==> src/rtl/mult_pkg.sv <==
// Shared types for the unsigned 16x16 Wallace-tree multiplier: operand width,
// partial-product row width and the row-array type passed between stages.
package mult_pkg;
  localparam int N  = 16;
  localparam int PW = 2 * N;

  typedef logic [PW-1:0] pp_row_t;
  typedef pp_row_t pp_arr_t [N];
endpackage

==> src/rtl/ppg_row.sv <==
// One partial-product row: X zero-extended to PW bits, shifted left by IDX,
// and gated by the corresponding multiplier bit. Purely combinational.
module ppg_row
  import mult_pkg::*;
#(
  parameter int IDX = 0
) (
  input  logic [N-1:0] x,
  input  logic         ybit,
  output pp_row_t      row
);

  // Zero-extending before the shift keeps the top row untruncated.
  pp_row_t x_ext;
  assign x_ext = {{N{1'b0}}, x};
  assign row   = ybit ? (x_ext << IDX) : '0;

endmodule

==> src/rtl/ppg.sv <==
// Partial-product generator: forms all N AND-gated, shifted copies of X and
// registers them together with the valid flag, giving one clock of latency.
module ppg
  import mult_pkg::*;
(
  input  logic         clk,
  input  logic         rst_n,
  input  logic         in_vld,
  input  logic [N-1:0] X,
  input  logic [N-1:0] Y,
  output logic         out_vld,
  output pp_arr_t      PP
);

  pp_arr_t pp_next;
  pp_arr_t pp_reg;
  logic    vld_reg;

  generate
    for (genvar gi = 0; gi < N; gi++) begin : g_row
      ppg_row #(.IDX(gi)) u_row (
        .x    (X),
        .ybit (Y[gi]),
        .row  (pp_next[gi])
      );

      // Rows load every edge; in_vld only qualifies the data downstream.
      always_ff @(posedge clk or negedge rst_n) begin
        if (!rst_n) begin
          pp_reg[gi] <= '0;
        end else begin
          pp_reg[gi] <= pp_next[gi];
        end
      end
    end
  endgenerate

  always_ff @(posedge clk or negedge rst_n) begin
    if (!rst_n) begin
      vld_reg <= 1'b0;
    end else begin
      vld_reg <= in_vld;
    end
  end

  assign out_vld = vld_reg;
  assign PP      = pp_reg;

endmodule

==> config.mk <==
export PLATFORM = sky130hd
export DESIGN_NAME = ppg
export DESIGN_NICKNAME = d
export VERILOG_FILES = /design/src/rtl/mult_pkg.sv /design/src/rtl/ppg_row.sv /design/src/rtl/ppg.sv
export SDC_FILE = /design/constraint.sdc
export NUM_CORES = 1
export LEC_CHECK = 0
export CAP_MARGIN = 0
export CORE_AREA = 3 3 212 214
export DETAILED_ROUTE_END_ITERATION = 6
export DIE_AREA = 0 0 215 217
export PLACE_DENSITY = 0.61
export SLEW_MARGIN = 20
export SYNTH_ARGS = -nofsm -noshare
export SYNTH_HDL_FRONTEND = slang
export SYNTH_SLANG_ARGS = --single-unit
==> constraint.sdc <==
create_clock -name clk -period 0.8 [get_ports clk]
set_input_delay 0.16 -clock clk [delete_from_list [all_inputs] [get_ports clk]]
set_output_delay 0.16 -clock clk [all_outputs]
set_load 0.03 [all_outputs]
# == Word-level counts from Yosys, hierarchy flattened ==
# Cells that the tools add are included.
# word_totals
reg_bits,513
output_inout_bits,513
wordCells,33
# classes
n_mux,16
# op_table
op,n
two-way mux 31 bit,1
two-way mux 30 bit,1
two-way mux 29 bit,1
two-way mux 28 bit,1
two-way mux 27 bit,1
two-way mux 26 bit,1
two-way mux 25 bit,1
two-way mux 24 bit,1
two-way mux 23 bit,1
two-way mux 22 bit,1
two-way mux 21 bit,1
two-way mux 20 bit,1
two-way mux 19 bit,1
two-way mux 18 bit,1
two-way mux 17 bit,1
two-way mux 16 bit,1

# == Logic depth before layout (Yosys ltp) ==
# logic_depth
word_depth,1
mapped_depth,2

# == By module ==
# A second synthesis with hierarchy kept.
# unflattened
cells_unflattened,1057
hier_area_um2,16841.2
# by_module_without_submodules
module,instances,cells_per_inst,area_per_inst_um2,seq_area_each_um2
ppg,1,513,12837.3,12837.3
ppg_row,16,34,250.2,0.0

# == Worst setup path before layout ==
# No wires, ideal clock.
# synth_timing
path_type,register to output
from,"register pp_reg, in the netlist PP[108]"
to,output PP[108] (netlist name)
t_arrival_ns,0.467
t_required_ns,0.640
slack_ns,0.173
stages_incl_launch_ff,1
n_path_buf,0
cell_sequence,dfrtp_1
# synth_lines
item,line,rtl
from (decl),ppg.sv:16,pp_arr_t pp_reg;
"from (signal, indexed assignment)",ppg.sv:32,pp_reg[gi] <= pp_next[gi];
to (decl),ppg.sv:12,output pp_arr_t PP
# No word-level cell between the ends.

# == Worst setup path in the final report ==
# layout_timing
from,"register pp_reg, in the netlist PP[267]"
to,output PP[267] (netlist name)
# No word-level cell between the ends.

==> impl_table.tex <==
\begin{tabular}{lr}
\hline
Metric & Value \\
\hline
\multicolumn{2}{l}{\textbf{Status}} \\
\quad Run status & finished, violations left \\
\quad Violations in the final reports & setup timing \\
\multicolumn{2}{l}{\textbf{Setup path}} \\
\quad Endpoint class of the critical path & output port \\
\quad Cell family contributing the most delay on the critical path & flip-flops \\
\quad Largest stage delay, worst path & 0.45 ns \\
\quad Critical Path Start Type & flop \\
\quad WS Path Type & reg2out \\
\quad Maximum fanout encountered on the critical timing path & 1 \\
\quad Number of buffers and inverters on the critical path & 1 \\
\quad Crit path cell chain & buf\_12 \\
\quad Arrival time of the worst setup path & 1.12 ns \\
\quad Crit path required time & 0.64 ns \\
\quad Slowest cell on the critical path & sky130\_fd\_sc\_hd\_\_dfrtp\_2 \\
\multicolumn{2}{l}{\textbf{Floorplanning}} \\
\quad Total I/O pin count & between 500 and 600 \\
\quad Area inside the core boundary & $\sim$43000 µm² \\
\quad Floorplan die width & 215 µm \\
\quad Number of rows in the core area & 76 \\
\quad Initial standard-cell utilization of the core & 23.8\% \\
\quad Die height & 217 µm \\
\quad Area of the die & between 40000 and 50000 µm² \\
\multicolumn{2}{l}{\textbf{Detailed routing}} \\
\quad Total routed wirelength & 27.8 mm \\
\quad Count of routing violations after the opening detailed-route iteration & 260 \\
\quad Vias per inst & 3.35 \\
\quad Detailed-route DRC error count & 0 \\
\quad Post-detailed-route wirelength per cell & about 16 µm \\
\quad Number of iterations in the first detailed-routing pass & 4 \\
\quad Post-route antenna net violation count & 0 \\
\quad Vias post-DR & 5811 \\
\multicolumn{2}{l}{\textbf{GRT}} \\
\quad Number of antenna violations at the first check in global routing & 4 \\
\quad Total track usage & between 10\% and 20\% \\
\quad Maximum number of pins on one net before global-route repair & 51 \\
\quad Global-route wire length before repair & 39.7 mm \\
\quad Total congestion overflow & 0 \\
\quad Vias in the first global route & 5885 \\
\multicolumn{2}{l}{\textbf{Logic synthesis}} \\
\quad Cell types with the highest counts after synthesis & sky130\_fd\_sc\_hd\_\_buf\_4, sky130\_fd\_sc\_hd\_\_dfrtp\_1, sky130\_fd\_sc\_hd\_\_and2\_1 \\
\quad EDFF count, synth & 0 \\
\quad Sequential area share after synthesis & between 60\% and 70\% \\
\quad Top cell type's share of synthesized area & roughly 63\% \\
\quad Netlist Area Pre-Place & between 10000 and 15000 µm² \\
\quad Number of synthesized register bits & 257 \\
\quad Library cell with the highest instance count after synthesis & sky130\_fd\_sc\_hd\_\_buf\_4 \\
\quad Synthesis Warnings & 0 \\
\quad Dominant synthesized flop cell & sky130\_fd\_sc\_hd\_\_dfrtp\_1 \\
\quad Yosys cell types & 5 \\
\quad Cell types with the largest area share after synthesis & sky130\_fd\_sc\_hd\_\_dfrtp\_1, sky130\_fd\_sc\_hd\_\_buf\_4, sky130\_fd\_sc\_hd\_\_and2\_1, sky130\_fd\_sc\_hd\_\_buf\_6, sky130\_fd\_sc\_hd\_\_conb\_1 \\
\quad Async set-or-reset flop fraction in the synthesized netlist & between 90\% and 100\% \\
\quad Area leader, netlist & sky130\_fd\_sc\_hd\_\_dfrtp\_1 \\
\quad Instance count of the mapped netlist & between 800 and 900 \\
\quad Average size of a mapped cell & 12.8 µm² \\
\multicolumn{2}{l}{\textbf{Flow run}} \\
\quad Max Cap Viol & 0 \\
\multicolumn{2}{l}{\textbf{Final layout}} \\
\quad Fraction of final layout cells with drive strength greater than 1 & 30.1\% \\
\quad Sequential cell area & 6440 µm² \\
\quad Number of cells in the finished layout apart from fillers & 1736 \\
\quad Combined area of the multi-input logic cells & 2560 µm² \\
\quad Area growth, synth to finish & 42.4\% \\
\quad Final nets & 1167 \\
\quad Post-layout instance area & 14600 µm² \\
\quad Filler Cell Count & 4205 \\
\multicolumn{2}{l}{\textbf{Clock network}} \\
\quad Max clock buf depth & 3 \\
\quad Clock slew seen by the registers of the worst setup and hold paths & 0.06 ns \\
\quad Sink Count & 257 \\
\quad Cts bufs inserted & 25 \\
\quad Clock Root Buffer & sky130\_fd\_sc\_hd\_\_clkbuf\_16 \\
\quad Maximum level of the CTS H-tree & 1 \\
\quad TritonCTS clock tree & done \\
\multicolumn{2}{l}{\textbf{STA}} \\
\quad Final setup violation count & roughly 260 \\
\quad Fin. max-slew vios & 0 \\
\quad Final setup slack of the worst path & -0.479 ns \\
\quad Crit path time final & 1.28 ns \\
\quad Count of final hold-check violations & 0 \\
\quad Setup total negative slack & -101.00 ns \\
\quad Maximum clock frequency & 782 MHz \\
\quad Setup repair after global routing missed its margin & yes \\
\quad Final worst-path cycle share & 160\% \\
\multicolumn{2}{l}{\textbf{Placed design}} \\
\quad Final weighted congestion in routability-driven placement & 0.740 \\
\quad Placed Instances & 1689 \\
\quad Total of buffers placed on input and output ports & 291 \\
\quad Post-DP HPWL & 20.4 mm \\
\quad Total cell area at the placement stage & 12800 µm² \\
\multicolumn{2}{l}{\textbf{Power and ir drop}} \\
\quad Final Power & approximately 32 mW \\
\quad Total power density per cell area & 2180 nW/µm² \\
\quad VDD IR-drop max & $\sim$1100 µV \\
\quad Static leakage & 7.30 nW \\
\multicolumn{2}{l}{\textbf{Min path}} \\
\quad Tightest Hold Check Type & in2async \\
\hline
\end{tabular}
[power breakdown]
part / internal [mW] / total [mW] / leakage [nW] / switching, mW
registers: 13.7 / 14.0 / 3.31 / 0.381
logic: 2.11 / 6.34 / 3.61 / 4.24
clock network: 6.71 / 11.5 / 0.390 / 4.79
total: 22.5 / 31.9 / 7.30 / 9.41
[flip-flops by register name (all words and copies together) (netlist names)]
signal   count
PP         256
out_vld      1
[layer usage]
| layer | global-route usage, % | wire length, µm | vias up |
|---|---|---|---|
| met1 | 13.6 | 10700 | 2854 |
| li1 | - | - | 2565 |
| met3 | 2.25 | 2440 | 36 |
| met4 | 3.26 | 553 | 0 |
| met5 | 0 | 0 | - |
| met2 | 20.1 | 14100 | 356 |
[kinds of logic (layout without fill, tap and decap cells)]
| logic type | after synthesis | in the layout | share of synthesized area, % |
|---|---|---|---|
| AND/OR/NAND/NOR | 256 | 256 | 15.6 |
| flip-flops | 257 | 257 | 62.7 |
| buffers and inverters | 288 | 379 | 21.7 |
| other | 1 | 259 | 0.0366 |
[per-stage QoR]
stage	worst slack (ns)	hold slack [ns]	util [%]
after floorplan	0.173	-0.136	-
after global placement	-0.283	0.0163	29.8
after detailed placement	-0.305	0.0157	29.8
after CTS	-0.513	0.0526	33.9
after global routing	-0.520	0.0818	33.9
final	-0.479	0.0813	33.9
[worst max-delay path by stage]
stage                       from           endpoint  slack, ns  depth (start not counted)
2_1_floorplan  PP[108]$_DFF_PN0_            PP[108]       0.17                          0
3_3_place_gp               Y[12]  PP[121]$_DFF_PN0_      -0.28                          3
3_5_place_dp                X[4]  PP[360]$_DFF_PN0_      -0.30                          3
4_1_cts        PP[267]$_DFF_PN0_            PP[267]      -0.51                          1
5_1_grt        PP[267]$_DFF_PN0_            PP[267]      -0.52                          1
6_report       PP[267]$_DFF_PN0_            PP[267]      -0.48                          1
[layout make-up]
type	count	share of cell area (%)
sequential	257	44.0
timing repair buffer	336	27.8
multi-input combinational	512	17.5
clock buffer	36	5.04
tap	585	5.01
clock inverter	7	0.488
antenna	3	0.0514
[repair_timing]
action,CTS,global route
setup endpoints to repair,257,257
hold endpoints to repair,257,0
hold buffers,1,0
pin swaps,0,0
resized for setup,253,1
setup buffers,0,0
[placed cells by master (no fill, tap or decap)]
master                            count
sky130_fd_sc_hd__diode_2              3
sky130_fd_sc_hd__buf_6              250
sky130_fd_sc_hd__clkbuf_16           25
sky130_fd_sc_hd__clkdlybuf4s50_1     33
sky130_fd_sc_hd__buf_8                1
sky130_fd_sc_hd__bufinv_16            1
sky130_fd_sc_hd__dfrtp_2              4
sky130_fd_sc_hd__inv_6                1
sky130_fd_sc_hd__buf_4               10
sky130_fd_sc_hd__dfrtp_1            253
sky130_fd_sc_hd__dlygate4sd3_1        1
sky130_fd_sc_hd__buf_12              41
sky130_fd_sc_hd__and2_1             256
sky130_fd_sc_hd__clkinv_2             2
sky130_fd_sc_hd__conb_1             256
sky130_fd_sc_hd__clkbuf_8             7
sky130_fd_sc_hd__clkinvlp_4           3
sky130_fd_sc_hd__clkbuf_1             4
No activity file was read; power rests on OpenSTA's default activity.
==> RTL change 1: new RTL, config.mk and constraints unchanged <==
Add an input register stage for `Y`, with the module's reset; this delays it by one clock. The other inputs are not delayed to match.
--- a/src/rtl/ppg.sv
+++ b/src/rtl/ppg.sv
@@ -12,6 +12,16 @@
   output pp_arr_t      PP
 );
 
+  logic [N-1:0] Y_q;
+
+  always_ff @(posedge clk or negedge rst_n) begin
+    if (!rst_n) begin
+      Y_q <= '0;
+    end else begin
+      Y_q <= Y;
+    end
+  end
+
   pp_arr_t pp_next;
   pp_arr_t pp_reg;
   logic    vld_reg;
@@ -20,7 +30,7 @@
     for (genvar gi = 0; gi < N; gi++) begin : g_row
       ppg_row #(.IDX(gi)) u_row (
         .x    (X),
-        .ybit (Y[gi]),
+        .ybit (Y_q[gi]),
         .row  (pp_next[gi])
       );
 
Behaviour: not the same (a bounded check fails within 4 cycles, from zero or initial values and one cycle with rst_n low).
==> RTL change 1 against the unedited design <==
- largest cell class unchanged
- routed wire length is 3.4% higher
- the flow still finishes with violations (setup timing)
- power increased by 10%
- non-clock buffer count up 15
- global-route usage increased by 0.23 points
- hold slack lost 0.023 ns
- count of clock-buffer cells in the layout fell by 1
- final area is 5.8% higher
- sequential power increased by 7%
- sequential cell count rose by 16
- area after synthesis increased by 3.9%
- cell count grew 2.1%
- clock power is 19% higher
- setup slack lost 0.033 ns
- utilization increased by 2.0 points
- highest routed layer unchanged
==> RTL change 1: results (changes against the unedited design) <==
Power
  – Leakage: 7.760 nW (+6.3%)
  – Comb power frac: 18.6% (-1.3 points)
  – Worst ir drop on vdd: 1104 µV (-2.2%)
  – P_sw: 0.01010 W (+7.4%)
  – Clock network power: 0.0137 W (+19%)

Layout
  – Final nets: 1201 (+2.9%)
  – Share of cells above drive strength 1: 33.61% (+3.6 points)
  – Max reg flops: 256 (unchanged)
  – Antenna cell count: 0 (-3)

Placement
  – Post-DP HPWL: 20580 µm (+0.97%)
  – Count of input and output buffers: 291 (unchanged)
  – Placed Cells: 1716 (+1.6%)
  – Placer congestion estimate: 0.7421 (+0.34%)
  – Post-place setup slack: -0.2933 ns (+0.01121 ns)

Clock tree
  – Setup bufs post-CTS: 3 (+3)
  – Max H-tree Level: 1 (unchanged)
  – Num CTS Buffers: 28 (+12%)
  – Clk root buf: clkbuf_16
  – CTS clk-pin slew, worst paths: 0.06 ns (about the same)
  – Post-CTS Resized: 286 (+13%)

STA
  – Final setup viols: 500 (+95%)
  – Hold Slack: 0.05827 ns (-0.02299 ns)
  – Final Worst Setup Slack: -0.5118 ns (-0.03271 ns)
  – Final setup TNS: -115.40 ns (-14.40 ns)

Yosys
  – Main area contributors after synthesis: dfrtp_1 (64%), buf_4 (19%), and2_1 (15%)
  – Sequential area share after synthesis: 64.09% (+1.4 points)
  – Area share of fa/ha/maj cells after synthesis: 0% (unchanged)
  – Share of the synthesized area in the top cell type: 64.09% (+1.4 points)
  – Top cells by count, synth: dfrtp_1 (273), buf_4 (272), and2_1 (256)
  – Synth Area in Compound Gates: 0% (unchanged)
  – Synth Instances: 818 (+2.0%)
  – XOR/XNOR Fraction of Synth Area: 0% (unchanged)

Worst setup path
  – CP Capture Point: PP[47]
  – CP arrival: 1.15 ns (+0.03 ns)
  – Worst Setup SP: PP[47]

GRT
  – Initial antenna violation count: 0 (-4)
  – Total GRT Usage: 11.41% (+0.23 points)
  – Number of global-route vias before repair: 6011 (+2.1%)
  – Largest net degree at the start of global routing: 66 (+29%)
  – Routing usage on met3: 2.304% (+0.056 points)
  – First-pass GRT wire length: 40320 µm (+1.7%)
  – Met1 Use GR: 13.95% (+0.33 points)
  – GRT met2 Usage: 20.63% (+0.57 points)

Detailed routing
  – Post-route ant nets: 0 (unchanged)
  – Highest Signal Layer: met4
  – Detail-routed via count per cell: 3.417 (+2.1%)
  – First DRT Iteration DRCs: 241 (-7.3%)
  – Vias: 6055 (+4.2%)
  – Metal-1 WL: 11150 µm (+4.4%)
  – WL final: 28710 µm (+3.4%)
  – Length of routed met2 wiring: 14700 µm (+4.3%)
  – Met3 WL post-DR: 2288 µm (-6.1%)

Status
  – Status: complete, but fails checks
  – Failing checks: setup timing

Min path
  – Worst hold-check path type: primary input to register
==> RTL change 1: changes by cell type in the layout (fill, tap and decap cells not counted), moves of 4 or more <==
cell,unedited run,this run
dfrtp_1,253,270
clkbuf_16,25,29
and2_4,0,30
buf_12,41,45
and2_1,256,226
clkinv_2,2,9
buf_4,10,18
==> RTL change 1: metrics by stage <==
step / total power [W] / area [µm²]
6_report: 0.03516 / 15460
5_1_grt: 0.03634 / 15460
4_1_cts: 0.03558 / 15460
3_5_place_dp: 0.02108 / 13360
3_3_place_gp: 0.02105 / 13360
2_1_floorplan: 0.01954 / 11620
==> RTL change 1: layout make-up <==
class | count | area [µm²]
clock inverter | 16 | 198.9
fill | 4145 | 27610
sequential | 273 | 6835
tap | 585 | 732.0
timing repair buffer | 351 | 4273
clock buffer | 35 | 788.3
multi-input combinational | 512 | 2638
==> RTL change 1: worst register-to-register path, cell delays in order (launching register included) <==
cell and delay, ns:
dfrtp_2 0.44, buf_12 0.15, buf_12 0.13, and2_4 0.14
==> RTL change 2: new RTL, same settings <==
Made on the original files. Put one more register stage on the output `out_vld`, cleared by the reset. The value now appears one clock later. The other outputs are not delayed to match.
--- a/src/rtl/ppg.sv
+++ b/src/rtl/ppg.sv
@@ -43,7 +43,13 @@
     end
   end
 
-  assign out_vld = vld_reg;
+  always_ff @(posedge clk or negedge rst_n) begin
+    if (!rst_n) begin
+      out_vld <= '0;
+    end else begin
+      out_vld <= vld_reg;
+    end
+  end
   assign PP      = pp_reg;
 
 endmodule
Behaviour: not the same (Yosys sat finds a counterexample within 4 cycles, from zero or initial values and one cycle with rst_n low).
==> RTL change 2 against the unedited design <==
- the flow still finishes with violations (setup timing)
- hold slack lost 0.0074 ns
- routed wire length decreased by 2.5%
- combinational power hardly changed
- power grew 1.6%
- clock power up 3%
- sequential cell count rose by 1
- first-iteration DRC count up 38%
- die area unchanged
- largest power group unchanged
- final area increased by 0.64%
- setup slack worse by 0.024 ns
- area after synthesis increased by 0.24%
==> RTL change 2: results (changes against the unedited design) <==
STA
  – Final Worst Setup Slack: -0.5032 ns (-0.02412 ns)
  – Fin Clk Skew: 0.00003836 ns
  – Final setup viols: 257 (unchanged)

GRT
  – Largest net degree at the start of global routing: 36 (-29%)
  – Initial antenna violation count: 1 (-3)
  – Number of global-route vias before repair: 5696 (-3.2%)
  – Total GRT Usage: 10.85% (-0.33 points)
  – First-pass GRT wire length: 38470 µm (-3.0%)

Yosys
  – Top cells by count, synth: buf_4 (272), dfrtp_1 (258), and2_1 (256)
  – Sequential area share after synthesis: 62.78% (+0.091 points)
  – Main area contributors after synthesis: dfrtp_1 (63%), buf_4 (20%), and2_1 (16%)
  – Avg Cell Area, Syn: 12.81 µm² (+0.12%)

Status
  – Failing checks: setup timing
  – Status: complete, but fails checks

Placement
  – Placed Cells: 1693 (+0.24%)
  – Count of input and output buffers: 291 (unchanged)
  – Post-DP HPWL: 20060 µm (-1.6%)
  – Placer congestion estimate: 0.7064 (-4.5%)

Detailed routing
  – WL final: 27080 µm (-2.5%)
  – DR WL/cell: 15.54 µm (-2.8%)
  – First DRT Iteration DRCs: 358 (+38%)
  – Detail-routed via count per cell: 3.352 (+0.15%)

Clock tree
  – Num CTS Buffers: 26 (+4.0%)
  – Worst-Skew Late Latency: 0.54 ns
  – Max H-tree Level: 1 (unchanged)
  – CTS Buffer Depth: 3 (unchanged)

Layout
  – Final nets: 1172 (+0.43%)
  – Share of cells above drive strength 1: 30.30% (+0.25 points)

Min path
  – Worst hold-check path type: primary input to register

Worst setup path
  – Crit path max-delay cell type: dfrtp_2
  – Worst Setup SP: PP[16]
  – Critical-path maximum fanout: 1 (unchanged)
  – CP arrival: 1.14 ns (+0.02 ns)

Power
  – Leakage: 7.367 nW (+0.87%)
  – Worst ir drop on vdd: 1116 µV (-1.1%)
  – Internal power: 0.02287 W (+1.8%)
## RTL change 2: final cells by class
cell class | instances | area [µm²]
clock buffer | 37 | 772.0
fill | 4175 | 28370
sequential | 258 | 6459
timing repair buffer | 339 | 4085
clock inverter | 9 | 91.34
multi-input combinational | 512 | 2562
antenna | 2 | 5.005
tap | 585 | 732.0
## RTL change 2: path summary, 6_finish.rpt
path                       endpoint  slack [ns]  depth (start not counted)
hold / removal              vld_reg        0.07                          1
max in group asynchronous   PP[277]        0.20                          3
setup reg to reg            out_vld        0.34                          0
min in group asynchronous    PP[58]        0.10                          2
hold reg to reg             out_vld        0.35                          0
setup / recovery             PP[16]       -0.50                          1
## RTL change 2: cells by family after synthesis
family	after synthesis	share of synthesized area (%)
buf+inv	288	21.61
other cells	1	0.03647
simple gates	256	15.57
flops	258	62.78
## RTL change 2: power groups by stage
stage | logic [W] | registers (W) | clock network (W)
floorplan | 0.00318 | 0.0155 | 0
global placement | 0.00594 | 0.0142 | 0
detailed placement | 0.00598 | 0.0142 | 0
CTS | 0.00639 | 0.0141 | 0.0123
global route | 0.00666 | 0.0141 | 0.0129
finish | 0.00634 | 0.0141 | 0.0119
## RTL change 2: what timing repair did
item                       CTS  global route
setup endpoints to repair  257           257
hold endpoints to repair   258             0
setup buffers                0             0
hold buffers                 1             0
resized for setup          251             0
## RTL change 2: stage by stage
| step | hold WS (ns) | power, W | TNS, ns | worst slack, ns | instance area, µm² |
|---|---|---|---|---|---|
| finish | 0.07391 | 0.03238 | -105.08 | -0.5032 | 14710 |
| global route | 0.05343 | 0.03367 | -117.34 | -0.5431 | 14700 |
| floorplan | -0.1356 | 0.01869 | 0 | 0.1726 | 11240 |
| CTS | 0.03709 | 0.03282 | -114.81 | -0.5347 | 14700 |
| global placement | 0.05252 | 0.02015 | -65.92 | -0.3295 | 12890 |
| detailed placement | 0.04934 | 0.02019 | -67.16 | -0.3239 | 12890 |
## RTL change 2: per-layer routing
metal  part of all wire, %  vias up  global-route usage [%]
met5                     0        -                       0
met4                   2.1        0                   3.040
met3                   8.9       35                   2.709
met2                    49      345                   18.84
met1                    40     2880                   13.47
li1                      -     2580                       -
